--- config.mk ---
export PLATFORM = sky130hd
export DESIGN_NAME = ps2_rx_fifo_flat
export DESIGN_NICKNAME = d
export VERILOG_FILES = /design/src/rtl/ps2_rx_fifo_if.sv /design/src/rtl/ps2_rx_fifo.sv /design/src/flat_wrapper.sv
export SDC_FILE = /design/constraint.sdc
export NUM_CORES = 1
export LEC_CHECK = 0
export CORE_MARGIN = 8
export CORE_UTILIZATION = 34
export CTS_CLUSTER_DIAMETER = 150
export DETAILED_ROUTE_END_ITERATION = 12
export GPL_TIMING_DRIVEN = 0
export PLACE_DENSITY = 0.54
export SETUP_SLACK_MARGIN = 0.2
export SYNTH_ARGS = -nofsm -noshare
export SYNTH_HDL_FRONTEND = slang
export SYNTH_SLANG_ARGS = --single-unit
--- constraint.sdc ---
create_clock -name clk -period 2.7 [get_ports clk]
set_clock_uncertainty 0.05 [all_clocks]
set_input_delay 0.54 -clock clk [delete_from_list [all_inputs] [get_ports clk]]
set_output_delay 0.54 -clock clk [all_outputs]
set_load 0.01 [all_outputs]
--- src/rtl/ps2_rx_fifo_if.sv ---
// rtl/ps2_rx_fifo_if.sv - read side and status pulses of the PS/2 receive FIFO
interface ps2_rx_fifo_if #(
    parameter int FIFO_DEPTH = 8
);
    localparam int CNT_W = $clog2(FIFO_DEPTH) + 1;

    logic             rd_en;
    logic [9:0]       rd_data;
    logic             empty;
    logic             full;
    logic [CNT_W-1:0] count;
    logic             parity_err;
    logic             frame_err;
    logic             overflow;

    // receiver side: produces entries and status
    modport master (
        input  rd_en,
        output rd_data, empty, full, count, parity_err, frame_err, overflow
    );

    // consumer side: pops entries and watches status
    modport slave (
        output rd_en,
        input  rd_data, empty, full, count, parity_err, frame_err, overflow
    );
endinterface

--- src/rtl/ps2_rx_fifo.sv ---
// rtl/ps2_rx_fifo.sv - filtered PS/2 deframer with prefix merge and result FIFO
module ps2_rx_fifo #(
    parameter int FILTER_LEN  = 8,
    parameter int TIMEOUT_CYC = 200000,
    parameter int FIFO_DEPTH  = 8,
    parameter int DECODE      = 1
) (
    input  logic          clk,
    input  logic          reset,
    input  logic          ps2clk,
    input  logic          ps2data,
    ps2_rx_fifo_if.master bus
);
    localparam int PTR_W = $clog2(FIFO_DEPTH);
    localparam int CNT_W = PTR_W + 1;
    localparam int FLT_W = $clog2(FILTER_LEN);
    localparam int WD_W  = $clog2(TIMEOUT_CYC + 1);
    localparam bit DEC   = (DECODE != 0);

    typedef enum logic [1:0] {IDLE, DATA, PARITY, STOP} state_t;

    logic             clk_meta_q, clk_sync_q, dat_meta_q, dat_sync_q;
    logic [FLT_W-1:0] flt_cnt_q, flt_cnt_d;
    logic             filt_q, filt_d, filt_dly_q, data_filt_q, data_filt_d;
    logic             fall;

    state_t           state_q, state_d;
    logic [2:0]       bit_cnt_q, bit_cnt_d;
    logic [7:0]       shift_q, shift_d;
    logic             par_q, par_d;
    logic [WD_W-1:0]  wd_q, wd_d;
    logic             ext_q, ext_d, brk_q, brk_d;
    logic             push_q, push_d, perr_q, perr_d, ferr_q, ferr_d;
    logic [9:0]       push_data_q, push_data_d;

    logic [9:0]       mem_q [FIFO_DEPTH];
    logic [PTR_W-1:0] wr_ptr_q, wr_ptr_d, rd_ptr_q, rd_ptr_d;
    logic [CNT_W-1:0] count_q, count_d;
    logic             perr_out_q, ferr_out_q, ovf_q, ovf_d;
    logic             full, empty, do_push, do_pop;

    // two-stage synchronisers, idle line level out of reset
    always_ff @(posedge clk or negedge reset) begin
        if (!reset) begin
            clk_meta_q <= 1'b1;
            clk_sync_q <= 1'b1;
            dat_meta_q <= 1'b1;
            dat_sync_q <= 1'b1;
        end else begin
            clk_meta_q <= ps2clk;
            clk_sync_q <= clk_meta_q;
            dat_meta_q <= ps2data;
            dat_sync_q <= dat_meta_q;
        end
    end

    // clock follows the synchronised line only after FILTER_LEN equal samples;
    // data is captured on that same cycle so it stays aligned with the filtered clock
    always_comb begin
        flt_cnt_d   = '0;
        filt_d      = filt_q;
        data_filt_d = data_filt_q;
        if (clk_sync_q != filt_q) begin
            if (flt_cnt_q == FLT_W'(FILTER_LEN - 1)) begin
                filt_d      = clk_sync_q;
                data_filt_d = dat_sync_q;
            end else begin
                flt_cnt_d = flt_cnt_q + 1'b1;
            end
        end
    end

    // filter state
    always_ff @(posedge clk or negedge reset) begin
        if (!reset) begin
            flt_cnt_q   <= '0;
            filt_q      <= 1'b1;
            filt_dly_q  <= 1'b1;
            data_filt_q <= 1'b1;
        end else begin
            flt_cnt_q   <= flt_cnt_d;
            filt_q      <= filt_d;
            filt_dly_q  <= filt_q;
            data_filt_q <= data_filt_d;
        end
    end

    assign fall = filt_dly_q & ~filt_q;

    // frame deframing, watchdog and prefix merge; results leave as registered strobes
    always_comb begin
        state_d     = state_q;
        bit_cnt_d   = bit_cnt_q;
        shift_d     = shift_q;
        par_d       = par_q;
        wd_d        = wd_q;
        ext_d       = ext_q;
        brk_d       = brk_q;
        push_d      = 1'b0;
        push_data_d = push_data_q;
        perr_d      = 1'b0;
        ferr_d      = 1'b0;
        if (fall) begin
            wd_d = '0;
            case (state_q)
                IDLE: begin
                    if (data_filt_q) begin
                        ferr_d = 1'b1;
                        ext_d  = 1'b0;
                        brk_d  = 1'b0;
                    end else begin
                        state_d   = DATA;
                        bit_cnt_d = '0;
                    end
                end
                DATA: begin
                    shift_d   = {data_filt_q, shift_q[7:1]};
                    bit_cnt_d = bit_cnt_q + 1'b1;
                    if (bit_cnt_q == 3'd7) state_d = PARITY;
                end
                PARITY: begin
                    par_d   = data_filt_q;
                    state_d = STOP;
                end
                STOP: begin
                    state_d = IDLE;
                    if (!data_filt_q) begin
                        ferr_d = 1'b1;
                        ext_d  = 1'b0;
                        brk_d  = 1'b0;
                    end else if (!((^shift_q) ^ par_q)) begin
                        perr_d = 1'b1;
                        ext_d  = 1'b0;
                        brk_d  = 1'b0;
                    end else if (DEC && shift_q == 8'hE0) begin
                        ext_d = 1'b1;
                    end else if (DEC && shift_q == 8'hF0) begin
                        brk_d = 1'b1;
                    end else begin
                        push_d      = 1'b1;
                        push_data_d = DEC ? {ext_q, brk_q, shift_q} : {2'b00, shift_q};
                        ext_d       = 1'b0;
                        brk_d       = 1'b0;
                    end
                end
                default: state_d = IDLE;
            endcase
        end else if (state_q != IDLE) begin
            if (wd_q == WD_W'(TIMEOUT_CYC - 1)) begin
                ferr_d  = 1'b1;
                state_d = IDLE;
                wd_d    = '0;
                ext_d   = 1'b0;
                brk_d   = 1'b0;
            end else begin
                wd_d = wd_q + 1'b1;
            end
        end else begin
            wd_d = '0;
        end
    end

    // frame FSM registers
    always_ff @(posedge clk or negedge reset) begin
        if (!reset) begin
            state_q     <= IDLE;
            bit_cnt_q   <= '0;
            shift_q     <= '0;
            par_q       <= 1'b0;
            wd_q        <= '0;
            ext_q       <= 1'b0;
            brk_q       <= 1'b0;
            push_q      <= 1'b0;
            push_data_q <= '0;
            perr_q      <= 1'b0;
            ferr_q      <= 1'b0;
        end else begin
            state_q     <= state_d;
            bit_cnt_q   <= bit_cnt_d;
            shift_q     <= shift_d;
            par_q       <= par_d;
            wd_q        <= wd_d;
            ext_q       <= ext_d;
            brk_q       <= brk_d;
            push_q      <= push_d;
            push_data_q <= push_data_d;
            perr_q      <= perr_d;
            ferr_q      <= ferr_d;
        end
    end

    assign full    = (count_q == CNT_W'(FIFO_DEPTH));
    assign empty   = (count_q == '0);
    assign do_pop  = bus.rd_en & ~empty;
    assign do_push = push_q & (~full | do_pop);

    // pointer and occupancy bookkeeping; a pop frees the slot a full-FIFO push lands in
    always_comb begin
        wr_ptr_d = wr_ptr_q;
        rd_ptr_d = rd_ptr_q;
        count_d  = count_q;
        ovf_d    = push_q & full & ~do_pop;
        if (do_push) wr_ptr_d = wr_ptr_q + 1'b1;
        if (do_pop)  rd_ptr_d = rd_ptr_q + 1'b1;
        if (do_push && !do_pop)      count_d = count_q + 1'b1;
        else if (!do_push && do_pop) count_d = count_q - 1'b1;
    end

    // FIFO control and error pulses, aligned with the cycle the push lands
    always_ff @(posedge clk or negedge reset) begin
        if (!reset) begin
            wr_ptr_q   <= '0;
            rd_ptr_q   <= '0;
            count_q    <= '0;
            ovf_q      <= 1'b0;
            perr_out_q <= 1'b0;
            ferr_out_q <= 1'b0;
        end else begin
            wr_ptr_q   <= wr_ptr_d;
            rd_ptr_q   <= rd_ptr_d;
            count_q    <= count_d;
            ovf_q      <= ovf_d;
            perr_out_q <= perr_q;
            ferr_out_q <= ferr_q;
        end
    end

    // storage array, contents only meaningful below count
    always_ff @(posedge clk) begin
        if (do_push) mem_q[wr_ptr_q] <= push_data_q;
    end

    assign bus.rd_data    = empty ? 10'h000 : mem_q[rd_ptr_q];
    assign bus.empty      = empty;
    assign bus.full       = full;
    assign bus.count      = count_q;
    assign bus.parity_err = perr_out_q;
    assign bus.frame_err  = ferr_out_q;
    assign bus.overflow   = ovf_q;
endmodule

--- src/flat_wrapper.sv ---
// flat-port wrapper written by rule: the top's interface ports become plain ports
module ps2_rx_fifo_flat 
#(
    parameter int FILTER_LEN  = 8,
    parameter int TIMEOUT_CYC = 200000,
    parameter int FIFO_DEPTH  = 8,
    parameter int DECODE      = 1
)
  (clk, reset, ps2clk, ps2data, bus_rd_en, bus_rd_data, bus_empty, bus_full, bus_count, bus_parity_err, bus_frame_err, bus_overflow);
  ps2_rx_fifo_if #(.FIFO_DEPTH(FIFO_DEPTH)) bus_i ();
  input  logic clk;
  input  logic reset;
  input  logic ps2clk;
  input  logic ps2data;
  input wire logic [$bits(bus_i.rd_en)-1:0] bus_rd_en;
  output wire logic [$bits(bus_i.rd_data)-1:0] bus_rd_data;
  output wire logic [$bits(bus_i.empty)-1:0] bus_empty;
  output wire logic [$bits(bus_i.full)-1:0] bus_full;
  output wire logic [$bits(bus_i.count)-1:0] bus_count;
  output wire logic [$bits(bus_i.parity_err)-1:0] bus_parity_err;
  output wire logic [$bits(bus_i.frame_err)-1:0] bus_frame_err;
  output wire logic [$bits(bus_i.overflow)-1:0] bus_overflow;
  assign bus_i.rd_en = bus_rd_en;
  assign bus_rd_data = bus_i.rd_data;
  assign bus_empty = bus_i.empty;
  assign bus_full = bus_i.full;
  assign bus_count = bus_i.count;
  assign bus_parity_err = bus_i.parity_err;
  assign bus_frame_err = bus_i.frame_err;
  assign bus_overflow = bus_i.overflow;
  ps2_rx_fifo #(.FILTER_LEN(FILTER_LEN), .TIMEOUT_CYC(TIMEOUT_CYC), .FIFO_DEPTH(FIFO_DEPTH), .DECODE(DECODE)) u_core (.clk(clk), .reset(reset), .ps2clk(ps2clk), .ps2data(ps2data), .bus(bus_i));
endmodule
Yosys cells after proc, flatten, opt, wreduce, memory -nomap -nowiden --
Memory sizes are Yosys's and may differ from the RTL's. Index checks and enable logic that the tools add are counted.
Cells by class: reduce and logical (&&, ||, !) cells 20, equal/unequal tests 17, mux-type cells 49, bitwise logic cells 13, add/sub/neg operators 7
Operators with widths (count):
- $mux 18 | 3
- $mux 1 | 30
- $add 18x1->18 const B | 1
- $eq 18x18->1 const B | 1
- $eq 8x8->1 const B | 2
- $add 3x1->3 const B | 4
- $mux 10 | 1
- $mux 2 | 5
- $reduce_and 5->1 | 2
- $reduce_bool 2->1 | 5
- $mux 3 | 3
- $ne 3x3->1 const B | 3
- $mux 4 | 2
- $pmux 2 s4 | 1
- $reduce_xor 8->1 | 1
- $eq 3x3->1 const B | 2
- $ne 6x6->1 const B | 1
- $not 1->1 | 6
- $pmux 1 s2 | 3
- $pmux 3 s2 | 1
- $reduce_and 2->1 | 3
- $reduce_and 6->1 | 1
- $and 1x1->1 | 5
- $ne 5x5->1 const B | 1
- other kinds (16) | 19
Word-level totals: RAM bits 80, input bits 5, memories 1, logic and storage cells 132, bits in registers 70
Memory list:
- u_core.mem_q | words 8, bits a word 10, rd ports 1, clocked after Yosys merged registers in 0, wr ports 1, RTL line ps2_rx_fifo.sv:36 | logic [9:0] mem_q [FIFO_DEPTH];

Logic depth before layout (Yosys ltp) --
Gate-level depths: netlist of the first run.
depth after elaboration 9, gate-level depth with buffers 11, mapped depth without buffers 11

Worst setup path after synthesis of the first run --
OpenSTA, ideal clock, no wires.
path type register to register, start point register u_core.count_q[1] (netlist: u_core.bus.count[1]), end point register u_core.count_q[3] (netlist: u_core.bus.count[3]), buffers on the path 0, required time 2.523 ns, cell stages (with the launch flop) 12, data arrival time 2.516 ns, clock period less this slack 2.693 ns, setup slack 0.007 ns, cell sequence dfrtp_1 -> or4b_1 -> o21ai_1 -> inv_2 -> ha_1 -> inv_1 -> ha_1 -> a21o_1 -> a21oi_1 -> xnor2_1 -> nor2_1 -> xor2_1
Between the ends: longest elaborated chain between the ends 8, elaborated cells between the ends (all ways) 16, those cells by class 2 x add/sub; 1 x eq/ne; 2 x mux; 5 x bitwise; 6 x reduce/logical
Ends and longest elaborated chain:
- from (decl) | RTL line ps2_rx_fifo.sv:38 | logic [CNT_W-1:0] count_q, count_d;
- from (signal assigned) | RTL line ps2_rx_fifo.sv:221 | count_q <= count_d;
- $logic_not 4->1 | RTL line ps2_rx_fifo.sv:193 | assign empty = (count_q == '0);
- $not 1->1 | RTL line ps2_rx_fifo.sv:194 | assign do_pop = bus.rd_en & ~empty;
- $and 1x1->1 | RTL line ps2_rx_fifo.sv:194
- $or 1x1->1 (*) | RTL line ps2_rx_fifo.sv:195 | assign do_push = push_q & (~full | do_pop);
- $and 1x1->1 (*) | RTL line ps2_rx_fifo.sv:195
- net u_core.do_push | RTL line ps2_rx_fifo.sv:40 | logic full, empty, do_push, do_pop;
- $logic_not 1->1 | RTL line ps2_rx_fifo.sv:206 | else if (!do_push && do_pop) count_d = count_q - 1'b1;
- $logic_and 1x1->1 | RTL line ps2_rx_fifo.sv:206
- $reduce_bool 2->1 (no source line)
The timed path passes the listed nets; every way through them passes the cells marked *. The select of a mux whose other input is x is not followed. A chain may end at the register's enable or synchronous reset.

Worst setup path in the final report of the first run --
start point register u_core.rd_ptr_q[0], end point output bus_rd_data[5]
Between the ends: longest elaborated chain between the ends 2
Ends and longest elaborated chain:
- from (decl) | RTL line ps2_rx_fifo.sv:37 | logic [PTR_W-1:0] wr_ptr_q, wr_ptr_d, rd_ptr_q, rd_ptr_d;
- from (signal assigned) | RTL line ps2_rx_fifo.sv:220 | rd_ptr_q <= rd_ptr_d;
- $mem_v2 8x10
- $mux 10 | RTL line ps2_rx_fifo.sv:233 | assign bus.rd_data = empty ? 10'h000 : mem_q[rd_ptr_q];
- to (decl) | RTL line flat_wrapper.sv:16 | output wire logic [$bits(bus_i.rd_data)-1:0] bus_rd_data;
No other way between the ends.

==> results of run 1 <==
## per-stage QoR
step / utilization / setup WS, ns / hold WS (ns)
6_report: 0.418 / 0.132 / 0.209
5_1_grt: 0.418 / 0.0216 / 0.274
4_1_cts: 0.416 / 0.100 / 0.224
3_5_place_dp: 0.374 / -0.202 / 0.288
3_3_place_gp: 0.372 / -1.61 / 0.290
2_1_floorplan: - / 0.200 / 0.194
## placed cells by master, fill, tap and decap left out, types with 7 or more instances in the layout
cell,n
dfrtp_1,59
inv_1,11
nand2_1,27
clkbuf_1,7
xor2_1,14
mux4_2,20
ha_1,16
o21ai_0,9
nor2_1,42
clkbuf_16,17
mux2i_1,9
mux2_2,18
nand3_1,11
buf_4,15
clkdlybuf4s50_1,10
xnor2_1,13
edfxtp_1,80
dfstp_2,7
buf_2,11
## critical path, delay by kind of cell (launching register included)
family                 cells  cell delay [ns]
buffers and inverters      3             0.38
DFF                        1             0.43
muxes                      2             0.67
and+or+nand+nor            1             0.07
## sequential cells by signal, summed over array words and instances, names as in the netlist, 2 cells and up
register	flops
u_core.shift_q	8
u_core.bus.count	4
u_core.wd_q	18
u_core.wr_ptr_q	3
u_core.state_q	2
u_core.mem_q	80
u_core.bit_cnt_q	3
u_core.flt_cnt_q	3
u_core.push_data_q	10
u_core.rd_ptr_q	3
## routing by layer
layer  track usage  vias to the layer above  wire length [µm]
li1              -                     1677                 -
met1         0.128                     1794              5190
met2         0.185                       45              6240
met3        0.0372                        9               429
met4        0.0330                        0               112
met5             0                        -                 0
## power by group
group	switching [mW]	internal, mW
combinational	0.868	0.937
clock	0.902	1.35
sequential	0.177	2.57
total	1.95	4.86
## cell type report
| type | instances | area, µm² | share of cell area |
|---|---|---|---|
| flip-flops and latches | 150 | 4170 | 0.539 |
| multi-input cells | 247 | 2160 | 0.280 |
| clock buffers | 19 | 433 | 0.0559 |
| repair buffers | 44 | 389 | 0.0503 |
| well taps | 234 | 293 | 0.0378 |
| clock inverters | 13 | 131 | 0.0170 |
| plain buffers | 13 | 109 | 0.0141 |
| inverters | 13 | 51.3 | 0.00663 |
## how the worst max path moves through the flow
stage                          endpoint                 from  cells after the start
detailed placement       bus_rd_data[6]  u_core.bus.count[1]                      4
floorplan           u_core.bus.count[3]  u_core.bus.count[0]                     11
global route             bus_rd_data[5]   u_core.rd_ptr_q[0]                      6
finish                   bus_rd_data[5]   u_core.rd_ptr_q[0]                      6
CTS                      bus_rd_data[5]   u_core.rd_ptr_q[0]                      6
global placement    u_core.bus.count[0]                reset                      1
## logic make-up after synthesis
logic type	synth area share
AOI/OAI and AO/OA	0.0263
buffers and inverters	0.0162
muxes	0.124
and+or+nand+nor	0.0939
xor gates and xnor gates	0.0409
adders and majority gates	0.0407
DFF	0.658
## repair_timing
item                                   CTS  global route
pin swaps                                8             7
setup buffers                           16             2
gates cloned                             1             0
setup endpoints to repair               13            52
gates resized for setup                 67            10
hold buffers                             0             0
endpoints found under the hold margin    0             0
==> reports/summary.txt, run 1 <==
status - completed
Fillers - 1,711
GRT Util Overall - 0.109
max-cap violations - 0
GPL Wtd Cong - 0.802
Design Area, Final - 7740 µm²
fin crit share - 0.951
CP max stage cell - mux4_2
chip height - 152 µm
Cell Rows - 50
Detailed Place HPWL - 7620 µm
reg2reg end - u_core.bus.count[3]
setup TNS - 0 ns
Cell Area, Synth - 6330 µm²
Max stage delay on crit path - 0.49 ns
Antenna Violating Nets Remaining - 0
Synthesized Nets - 448
Register-to-Register Path Depth - 11
Clock Latency Late Sink - 0.42 ns
actual slew at the worst max-slew pin - 1.15 ns
CP Class - reg -> out
Worst VDD drop - 441 µV
Nets - 511
syn avg cell area - 15.0 µm²
Cell variety after synth - 49
register area share after synthesis - 0.658
max_slew headroom - 0.233
DRT Pass-1 Iters - 4
DRT Wirelength - 12,000 µm
top cell type by total area after synthesis - edfxtp_1
Clock Tree Root - clkbuf_16
non-filler cells, final - 733
number of global-route vias before repair - 3,734
DR WL/cell - 16.3 µm
Post-synth EDFFs - 80
Worst setup SP type - register
top-area cell type share of the netlist area - 0.380
Post-synth ARST share - 0.467
aggregate global routing overflow - 0
cts bufs inserted - 17
Static Leak - 2.99 nW
Critical Path RT - 2.11 ns
Power Density - 880 nW/µm²
Critical R2R Launch - u_core.bus.count[0]
initial core utilization - 0.342
CTS tree - yes
Final Hold Fails - 0
Mapped Cells - 423
die area - 23,200 µm²
initial antenna violation count - 0
Antenna diodes - 0
most common flop cell mapped by yosys - edfxtp_1
clock sink total - 150
synth top area cells - edfxtp_1 38%, dfrtp_1 25%, mux4_2 7.1%
IO Count - 24
Placed Area - 6920 µm²
Power, Total - 6.81 mW
Clock transition at path regs - 0.06 ns
Critical Path Fanout Max - 5
CTS H-tree lvls - 4
crit-path cells - buf_6 -> buf_12 -> mux4_2 -> mux2i_1 -> nor2_1 -> buf_2
Ys Warns - 0
FF-to-FF setup slack - 0.24 ns
Synth top cells by count - 80 x edfxtp_1, 63 x dfrtp_1, 45 x nor2_1
vias per cell - 4.81
clock period minus final worst setup slack - 2.57 ns
fin. max-slew vios - 0
Placed Instances - 682
DRC violations left - 0
I/O Buffers - 23
Fmax - 389 MHz
Yosys reg bits - 150
Core Area - 18,500 µm²
first-pass GRT wire length - 19,800 µm
WP data arrival - 1.98 ns
Area growth syn-to-layout - 22.3%
Crit. End Element - primary output
via count - 3,525
Final Setup Violations - 0
RSZ-0062 raised after global routing - yes
most numerous cell in the Yosys netlist - edfxtp_1
Die W - 152 µm
DRT iter0 DRCs - 154
layout cells sized above 1 - 0.275
largest net degree at the start of global routing - 71
clock tree buffer depth - 2
Min-Delay Path Class - in -> async
Note: power is estimated with default switching activity, not from simulation.
==> run 2, diff against run 1 <==
Settings changed: PLACE_DENSITY 0.54 to default, PLACE_DENSITY_LB_ADDON from default to 0.3.
==> run 2 against run 1 <==
  * Critical path depth did not move
  * Clock power hardly changed
  * Largest cell class unchanged
  * Cell count unchanged
  * Count of clock-buffer cells in the layout up 4
  * Register-to-register slack about the same
  * Power fell by 0.32%
==> reports/summary.txt, run 2 (synthesized netlist as in run 1, its figures left out) <==
Placed Instances - 680
clock tree buffer depth - 2
Area growth syn-to-layout - 22.1%
CTS H-tree lvls - 4
pre-CTS setup slack - -0.121 ns
DRC violations left - 0
die area - 23,200 µm²
Final Hold Fails - 0
DR WL/cell - 15.5 µm
Post-CTS Hold Buffers - 0
fin crit share - 0.948
area of the multi-input gates - 2150 µm²
Fillers - 1,685
Min-Delay Path Class - in -> async
Power Density - 878 nW/µm²
Critical Path RT - 2.11 ns
initial antenna violation count - 0
FF-to-FF setup slack - 0.25 ns
Largest regs - u_core.mem_q x80, u_core.wd_q x18, u_core.push_data_q x10
largest net degree at the start of global routing - 71
setup TNS - 0 ns
clock period minus final worst setup slack - 2.56 ns
initial core utilization - 0.342
Critical R2R Launch - u_core.bus.count[0]
Register Area - 4170 µm²
Core Area - 18,500 µm²
Antenna diodes - 0
Fmax - 391 MHz
Worst VDD drop - 480 µV
max-cap violations - 0
Critical Path Fanout Max - 5
via count - 3,503
max reg flops - 80
Hold WS - 0.209 ns
final setup margin - 0.141 ns
clock sink total - 150
Nets - 511
Worst setup SP type - register
I/O Buffers - 23
most common cell after layout, fill and taps aside - edfxtp_1
Buf/Inv on CP - 3
Cell Rows - 50
DRT Wirelength - 11,400 µm
Static Leak - 2.99 nW
DRT iter0 DRCs - 149
Clock transition at path regs - 0.06 ns
Crit. End Element - primary output
CP Class - reg -> out
max_slew headroom - 0.298
WP data arrival - 1.97 ns
CTS tree - yes
Max stage delay on crit path - 0.49 ns
Register-to-Register Path Depth - 11
reg2reg end - u_core.bus.count[3]
actual slew at the worst max-slew pin - 1.05 ns
RSZ-0062 raised after global routing - yes
first-pass GRT wire length - 19,000 µm
IO Count - 24
Final Setup Violations - 0
status - completed
CP delay by family, top - multiplexers
cts bufs inserted - 17
aggregate global routing overflow - 0
DRT Pass-1 Iters - 4
register with the most flip-flops - u_core.mem_q
Clock Tree Root - clkbuf_16
crit-path cells - buf_6 -> buf_12 -> mux4_2 -> mux2i_1 -> nor2_1 -> buf_2
most frequent cells in the layout - 80 x edfxtp_1, 58 x dfrtp_1, 42 x nor2_1, 27 x nand2_1, 20 x mux4_2
non-filler cells, final - 733
number of global-route vias before repair - 3,707
chip height - 152 µm
GPL Wtd Cong - 0.791
Antenna Violating Nets Remaining - 0
CP max stage cell - mux4_2
Clock Latency Late Sink - 0.41 ns
layout cells sized above 1 - 0.267
Die W - 152 µm
Detailed Place HPWL - 7440 µm
vias per cell - 4.78
Power, Total - 6.79 mW
GRT Util Overall - 0.103
fin. max-slew vios - 0
==> run 2: metal layers <==
metal	part of all wire	vias to the layer above	routed length, µm	GRT usage
met2	0.51	34	5810	0.175
met4	0.0098	0	112	0.0283
met5	0	-	0	0
met1	0.45	1783	5070	0.122
li1	-	1669	-	-
met3	0.034	17	388	0.0372
==> run 2: what timing repair did <==
action,in CTS,in global routing
gates resized for setup,66,11
setup endpoints to repair,14,51
pin swaps,3,9
setup buffers,11,8
cloned,2,0
==> run 2: power breakdown <==
part           internal [mW]  switching (mW)
Clock                   1.38           0.864
Sequential              2.57           0.162
Combinational          0.939           0.868
Total                   4.89            1.89
==> run 2: metrics by stage <==
step | area, µm² | util
after CTS | 7630 | 0.412
after detailed placement | 6890 | 0.372
final | 7730 | 0.417
after global routing | 7730 | 0.417
after floorplan | 6360 | -
after global placement | 6890 | 0.372
==> run 2: final cells by class <==
type	instances	share of cell area
Buffer	13	0.0141
Clock buffer	23	0.0593
Timing Repair Buffer	44	0.0502
Clock inverter	9	0.0138
Sequential cell	150	0.539
Multi-Input combinational cell	247	0.279
Inverter	13	0.00664
Tap cell	234	0.0379
==> run 2: how the worst max path moves through the flow <==
stage,to,depth (start not counted),from
after floorplan,u_core.bus.count[3],11,u_core.bus.count[0]
after global placement,u_core.bus.count[0],1,reset
after detailed placement,bus_empty,3,u_core.bus.count[1]
after CTS,bus_empty,3,u_core.bus.count[2]
after global routing,bus_rd_data[7],6,u_core.rd_ptr_q[0]
final,bus_rd_data[1],6,u_core.rd_ptr_q[0]
==> run 3, diff against run 2 <==
Settings changed: GPL_ROUTABILITY_DRIVEN from default to 0.
==> results of run 3 <==
Same layout as run 2: the final DEF is identical, and so are final timing and power.
==> patch, RTL diff (config.mk and constraints of run 2) <==
`FILTER_LEN` is set to 8 in 2 places; all go to 16.
--- a/src/rtl/ps2_rx_fifo.sv
+++ b/src/rtl/ps2_rx_fifo.sv
@@ -2,3 +2,3 @@
 module ps2_rx_fifo #(
-    parameter int FILTER_LEN  = 8,
+    parameter int FILTER_LEN  = 16,
     parameter int TIMEOUT_CYC = 200000,
--- a/src/flat_wrapper.sv
+++ b/src/flat_wrapper.sv
@@ -3,3 +3,3 @@
 #(
-    parameter int FILTER_LEN  = 8,
+    parameter int FILTER_LEN  = 16,
     parameter int TIMEOUT_CYC = 200000,
Formal check against the unedited RTL: same outputs for any inputs over 10 cycles, from zero or initial values and one cycle with reset low; that may be too few to reach the edited logic, so the function may still have changed.
==> patch against run 2 <==
Sequential cell count rose by 1. Register-to-register slack got worse by 0.08 ns. Area after synthesis up 1.5%. Count of clock-buffer cells in the layout decreased by 1. Combinational power decreased by 35%. Setup slack worse by 0.0069 ns. Core utilization up 0.46 points. Largest cell class unchanged. Routed wire length up 5.7%. Highest routed layer unchanged. First-iteration DRC count increased by 62%. Power down 12%. Design area is 1.8% higher. Sequential power is 6% lower.
==> patch: results (changes against run 2) <==
[critical_path]
r2r_setup_slack_ns = 0.17  ; was 0.25 ns
critPathMaxStageDelay_ns = 0.49  ; about the same
crit_fanout = 6  ; was 5
slowest_stage = mux4_2  ; unchanged

[final_layout]
drive_gt1_share_pct = 30.0  ; was 26.7%
fin_nets = 524  ; was 511
biggestRegsByFlops = u_core.mem_q: 80 flops, u_core.wd_q: 18 flops, u_core.push_data_q: 10 flops  ; unchanged

[global_route]
grt_max_degree = 72  ; was 71
grt_usage_pct = 10.7  ; was 10.3%
use_met1_pct = 12.5  ; was 12.2%
grt_use_met2_pct = 18.6  ; was 17.5%
grt_pass1_wl_um = 19700  ; was 19000 µm
grt_pass1_vias = 3788  ; was 3707
use_met3_pct = 3.13  ; was 3.72%

[placed_design]
dp_hpwl_um = 7720  ; was 7440 µm
dp_cells = 689  ; was 680

[drt]
vias = 3613  ; was 3503
vias_per_cell = 4.84  ; was 4.78
drt-initial-drc-count = 242  ; was 149
drt_wl_total_um = 12000  ; was 11400 µm

[outcome]
status = finished clean  ; unchanged

[clock_tree]
clkTransAtPathRegs_ns = 0.06  ; about the same

[yosys]
syn_inst = 430  ; was 423
ys_seq_area_share_pct = 65.2  ; was 65.8%
synth-async-reset-ratio_pct = 47.0  ; was 46.7%
syn_nets = 454  ; was 448
synth.area.top_cells = edfxtp_1 (37%), dfrtp_1 (25%), mux4_2 (7.0%), ha_1 (3.5%), mux2_2 (3.5%)  ; was edfxtp_1 (38%), dfrtp_1 (25%), mux4_2 (7.1%), ha_1 (3.8%), mux2_2 (3.2%)
ys_types = 53  ; was 49
ys_top_cells_by_count = edfxtp_1 (80), dfrtp_1 (64), nor2_1 (41)  ; was edfxtp_1 (80), dfrtp_1 (63), nor2_1 (45)
synthFlopType = edfxtp_1  ; unchanged

[power]
p_int_w = 0.00448  ; was 0.00489 W
ir_worst_vdd_uv = 427  ; was 480 µV
p_leak_nw = 3.30  ; was 2.99 nW

[sta]
max_slew_margin_pct = 26.9  ; was 29.8%

patch: critical path: cells and delay by family, from the launching register on:
kind                   cells  cell delay [ns]
flip-flops                 1             0.44
multiplexers               2             0.67
AND/OR/NAND/NOR            1             0.06
buffers and inverters      3             0.39
patch: timing repair:
item	in CTS	in global routing
endpoints found under the setup margin	13	52
cloned	0	0
buffers inserted	23	3
pin swaps	6	8
endpoints found under the hold margin	0	0
gates resized for setup	65	11
patch: power by group through the flow:
stage,clock [W],combinational (W),sequential (W)
6_report,0.00221,0.00118,0.00256
5_1_grt,0.00236,0.00129,0.00257
4_1_cts,0.00228,0.00115,0.00256
3_5_place_dp,0,0.000776,0.00260
3_3_place_gp,0,0.000761,0.00260
2_1_floorplan,0,0.000501,0.00260
patch: worst paths after layout:
path,startpoint,to,cells after the start
max in group asynchronous,reset,u_core.bus.count[0],1
min in group clk,u_core.perr_q,u_core.bus.parity_err,0
max,u_core.rd_ptr_q[0],bus_rd_data[6],6
min reg2reg,u_core.perr_q,u_core.bus.parity_err,0
min,reset,u_core.wd_q[13],1
max reg2reg,u_core.bus.count[2],u_core.bus.count[3],11
patch: per-layer routing:
layer,vias up,share of wire [%]
met4,0,0.71
met2,50,51
met1,1838,44
met3,6,3.7
met5,-,0
li1,1719,-
patch: layout make-up:
type,instances,area [µm²],area share (%)
Clock inverter,10,97.6,1.24
Clock buffer,22,464,5.90
Multi-Input combinational cell,253,2220,28.2
Buffer,12,104,1.32
Timing Repair Buffer,51,440,5.60
Sequential cell,151,4190,53.3
Tap cell,234,293,3.72
Inverter,14,55.1,0.700
patch: cell families (layout without fill, tap and decap cells):
| kind of cell | count (synthesis) | after routing | synth area share (%) |
|---|---|---|---|
| DFF | 151 | 151 | 65.2 |
| and+or+nand+nor | 126 | 126 | 10.1 |
| muxes | 51 | 51 | 12.3 |
| AOI/OAI and AO/OA | 29 | 29 | 2.86 |
| xor gates and xnor gates | 28 | 28 | 4.03 |
| buffers and inverters | 26 | 109 | 1.66 |
| adders and majority gates | 19 | 19 | 3.82 |
patch: per-stage QoR:
stage          utilization, %  cell area [µm²]  hold WS (ns)  setup slack, ns  power (W)
2_1_floorplan               -             6460         0.194            0.201    0.00310
3_3_place_gp             37.4             6980         0.294            -1.63    0.00336
3_5_place_dp             37.6             7010         0.285           -0.216    0.00338
4_1_cts                  41.8             7800         0.234           0.0865    0.00599
5_1_grt                  42.2             7870         0.285           0.0367    0.00622
6_report                 42.2             7870         0.193            0.135    0.00596
